File: config.mk
export PLATFORM = sky130hd
export DESIGN_NAME = accum_debounced
export DESIGN_NICKNAME = d
export VERILOG_FILES = /design/src/rtl/accum_debounced.sv
export SDC_FILE = /design/constraint.sdc
export NUM_CORES = 1
export LEC_CHECK = 0
export CAP_MARGIN = 20
export CORE_UTILIZATION = 58
export CTS_CLUSTER_SIZE = 12
export DETAILED_ROUTE_END_ITERATION = 7
export PLACE_DENSITY = 0.85
export SLEW_MARGIN = 25
export SYNTH_ARGS = -nofsm -noshare
export SYNTH_HDL_FRONTEND = slang
export SYNTH_SLANG_ARGS = --single-unit
export TNS_END_PERCENT = 10
File: constraint.sdc
create_clock -name Clock -period 3.9 [get_ports Clock]
set_clock_uncertainty 0.15 [all_clocks]
set_input_delay 0.975 -clock Clock [delete_from_list [all_inputs] [get_ports Clock]]
set_output_delay 0.975 -clock Clock [all_outputs]
set_load 0.03 [all_outputs]
File: src/rtl/accum_debounced.sv
// Pushbutton-stepped accumulator: synchroniser, debouncer, press-edge detector and clear/add/sub/load datapath.
// Define ACCUM_SATURATE_EN to clamp Sum on carry/borrow instead of wrapping.
module accum_debounced #(
  parameter int DATA_W    = 8,
  parameter int ACC_W     = 10,
  parameter int CNT_W     = 4,
  parameter int DB_CYCLES = 4
) (
  input  logic              Clock,
  input  logic              Reset,
  input  logic              Step,
  input  logic [1:0]        Mode,
  input  logic [DATA_W-1:0] Data,
  output logic [ACC_W-1:0]  Sum,
  output logic              Overflow,
  output logic [CNT_W-1:0]  Count,
  output logic              Done
);

  typedef enum logic [1:0] {
    OP_CLR  = 2'b00,
    OP_ADD  = 2'b01,
    OP_SUB  = 2'b10,
    OP_LOAD = 2'b11
  } op_e;

  localparam int DBW = (DB_CYCLES > 1) ? $clog2(DB_CYCLES) : 1;
  localparam logic [DBW-1:0] DB_LAST = DBW'(DB_CYCLES - 1);

  logic           s1, s2, db, db_prev;
  logic [DBW-1:0] db_cnt;
  logic           op;

  // Front end: db only follows s2 after it has differed for DB_CYCLES edges.
  always_ff @(posedge Clock) begin
    if (Reset) begin
      s1      <= 1'b1;
      s2      <= 1'b1;
      db      <= 1'b1;
      db_prev <= 1'b1;
      db_cnt  <= '0;
    end else begin
      s1      <= Step;
      s2      <= s1;
      db_prev <= db;
      if (s2 == db) begin
        db_cnt <= '0;
      end else if (db_cnt == DB_LAST) begin
        db     <= s2;
        db_cnt <= '0;
      end else begin
        db_cnt <= db_cnt + 1'b1;
      end
    end
  end

  // Press is the falling edge of the debounced (active-low) level.
  assign op = ~db & db_prev;

  logic [ACC_W:0]   ext, res;
  logic [ACC_W-1:0] sum_nxt;
  logic             ovf_nxt;

  assign ext = {{(ACC_W + 1 - DATA_W){1'b0}}, Data};

  always_comb begin
    sum_nxt = Sum;
    ovf_nxt = Overflow;
    res     = '0;
    case (op_e'(Mode))
      OP_CLR: begin
        sum_nxt = '0;
        ovf_nxt = 1'b0;
      end
      OP_ADD: begin
        res     = {1'b0, Sum} + ext;
        sum_nxt = res[ACC_W-1:0];
        if (res[ACC_W]) begin
          ovf_nxt = 1'b1;
`ifdef ACCUM_SATURATE_EN
          sum_nxt = '1;
`endif
        end
      end
      OP_SUB: begin
        // Top bit of the widened difference is the borrow (ext > Sum).
        res     = {1'b0, Sum} - ext;
        sum_nxt = res[ACC_W-1:0];
        if (res[ACC_W]) begin
          ovf_nxt = 1'b1;
`ifdef ACCUM_SATURATE_EN
          sum_nxt = '0;
`endif
        end
      end
      OP_LOAD: begin
        sum_nxt = ext[ACC_W-1:0];
        ovf_nxt = 1'b0;
      end
      default: ;
    endcase
  end

  always_ff @(posedge Clock) begin
    if (Reset) begin
      Sum      <= '0;
      Overflow <= 1'b0;
      Count    <= '0;
      Done     <= 1'b0;
    end else begin
      Done <= op;
      if (op) begin
        Sum      <= sum_nxt;
        Overflow <= ovf_nxt;
        Count    <= Count + 1'b1;
      end
    end
  end

endmodule
==> results.json <==
{
  "slowest_delay_ps": 550,
  "antenna_found_initial": 0,
  "synth_area_um2": 1887,
  "ys_ff_latch": 22,
  "max_slew_margin_pct": 53.44,
  "clkPwrFrac_pct": 37.8,
  "cp.arrival_ps": 3270,
  "synth-edff-count": 0,
  "clock_path_buffers": 2,
  "via_per_inst": 6.003,
  "dr.pass1.iters": 5,
  "status": "finished, final reports clean",
  "yosys_warnings": 0,
  "final_nets": 291,
  "tns_ps": 0,
  "chipHeight_um": 59.04,
  "clk_latency_ps": 330,
  "place_hpwl_um": 3125,
  "worst_slack_ps": 753.7,
  "leakage_nw": 0.9096,
  "grt_pass1_vias": 1619,
  "syn_nets": 270,
  "rsz0062_at_grt": "false",
  "ant_nets": 0,
  "placed_area_um2": 2167,
  "cts_tree": "built",
  "area_delta_synth_final_pct": 17.64,
  "synth-async-reset-ratio_pct": 0,
  "netlist_top_cells_area": "dfxtp_1 (23%), ha_1 (15%), inv_1 (4.2%)",
  "power_density_nw_per_um2": 219.9,
  "cp-end-kind": "register",
  "route.vias.total": 1783,
  "min_period_ps": 3146,
  "total_power_uw": 488.1,
  "seq_area_um2": 440.4,
  "cts.repair.resized": 0,
  "numPortBuffers": 28,
  "min-delay-path-class": "reg -> reg",
  "p_comb_share_pct": 15.7,
  "start_util_pct": 61.30,
  "worstSetupStartpointType": "primary input",
  "drv_cap": 0,
  "crit_type": "in -> reg",
  "dp_slack_ps": 416.2,
  "final-setup-viol-count": 0,
  "clk_pin_slew_worst_paths_ps": 140,
  "fp.dieArea_um2": 3485,
  "power.internal_uw": 364.7,
  "grt_max_degree": 23,
  "ioPinCount": 29,
  "fin_cells": 297,
  "fp-row-count": 20,
  "clock.fmax_mhz": 317.8,
  "holdWs_ps": 277.2,
  "yosys.cell_types.count": 56,
  "drc_errors": 0,
  "yosysSeqAreaShare_pct": 23.34,
  "antennaDiodeCount": 0,
  "drv_slew": 0,
  "crit_chain": "clkdlybuf4s50_1 > inv_1 > fa_1 > nor2_2 > o221ai_2 > a21oi_1 > nand3_1 > a221oi_2 > mux2i_1",
  "post-cts-setup-buffer-count": 0,
  "postSynthAreaPerCell_um2": 8.098,
  "gp_congestion": 0.9375,
  "syn_inst": 233,
  "fin_util_pct": 72.11,
  "p_switching_uw": 123.5,
  "design_area_um2": 2220,
  "fillers": 272,
  "critPathSlowestCell": "clkdlybuf4s50_1",
  "synth.largest_area_cell": "dfxtp_1",
  "multi_input_area_um2": 1305,
  "path_max_fanout": 4,
  "synthTopCellsByCount": "dfxtp_1 (22), ha_1 (22), inv_1 (21)",
  "cts_num_sinks": 22,
  "overflow": 0,
  "drt_iter0_drc": 115,
  "ir_drop_uv": 153.0,
  "grt_pass1_wl_um": 7272,
  "cts_hold_buf": 0,
  "totalWireLength_um": 4301,
  "cts_buffers": 3,
  "htreeDepth": 1,
  "synth_top_cell_area_share_pct": 23.34,
  "wl_per_cell_um": 14.48,
  "die_w_um": 59.04,
  "power_frac_seq_pct": 46.4,
  "cp.required_ps": 4020,
  "cts_root_buf": "clkbuf_4",
  "dp.cells": 293,
  "swShare_pct": 25.29,
  "min_period_over_period_pct": 80.67,
  "core_area_um2": 3078,
  "synth_ff_type": "dfxtp_1",
  "timing.final.hold_violations": 0,
  "grt_use_total_pct": 27.42,
  "drive_above_1_share_pct": 7.510,
  "worst_slew_pin_slew_ps": 698.4
}
## power by group through the flow
stage	Sequential [mW]	Combinational, mW	Clock [mW]
floorplan	0.231	0.0494	0
global placement	0.232	0.0739	0
detailed placement	0.232	0.0753	0
CTS	0.227	0.0762	0.187
global route	0.227	0.0850	0.195
finish	0.227	0.0769	0.185
## worst paths after layout
path	depth (start not counted)	from	slack, ps	to
worst max-delay path	9	Data[1]	750	Overflow
worst min-delay path	1	db_cnt[0]	280	db_cnt[0]
worst max register to register	9	Sum[0]	1500	Overflow
worst min register to register	1	db_cnt[0]	280	db_cnt[0]
## layout make-up
type | count | share of cell area, %
multi-input cells | 177 | 58.79
flip-flops and latches | 22 | 19.84
clock inverters | 1 | 1.353
clock buffers | 3 | 1.015
well taps | 44 | 2.480
repair buffers | 29 | 12.97
inverters | 21 | 3.551
## flip-flops by register name, indices dropped and copies added (netlist names)
name	count
db_cnt	2
s1	1
Sum	10
db_prev	1
db	1
s2	1
Count	4
Overflow	1
Done	1
## cells by family after synthesis
group | after synthesis | share of synthesized area, %
multiplexers | 4 | 2.122
flip-flops | 22 | 23.34
AO/OA/AOI/OAI | 65 | 25.27
buffers and inverters | 34 | 7.494
AND/OR/NAND/NOR | 77 | 21.82
adder cells (fa/ha/maj) | 24 | 16.71
XOR/XNOR | 7 | 3.249
## metal layers
layer / share of wire (%) / vias to the layer above / track usage (%)
met4: 2.1 / 0 / 11.22
li1: - / 874 / -
met1: 48 / 845 / 38.10
met2: 45 / 55 / 43.34
met5: 0 / - / 0
met3: 5.0 / 9 / 3.057
## critical path: cells and delay by family
family / cells / cell delay (ps)
adder cells (fa/ha/maj): 1 / 480
multiplexers: 1 / 210
AO/OA/AOI/OAI: 3 / 650
AND/OR/NAND/NOR: 2 / 290
buffers and inverters: 2 / 660
## placed cells by master, fill, tap and decap left out, types with 4 or more instances in the layout
master	Yosys	routed
a22oi_1	5	5
mux2i_1	4	4
nand2b_1	6	6
nand3_1	4	4
nor3_1	4	4
nor2_1	19	19
o21ai_0	12	12
dfxtp_1	22	22
xnor2_1	5	5
a21oi_1	12	12
nand2_1	14	14
inv_1	21	21
nand3b_1	5	5
ha_1	22	22
or2_2	5	5
clkdlybuf4s50_1	0	28
nor2b_1	5	5
(Power assumes the default switching activity.)
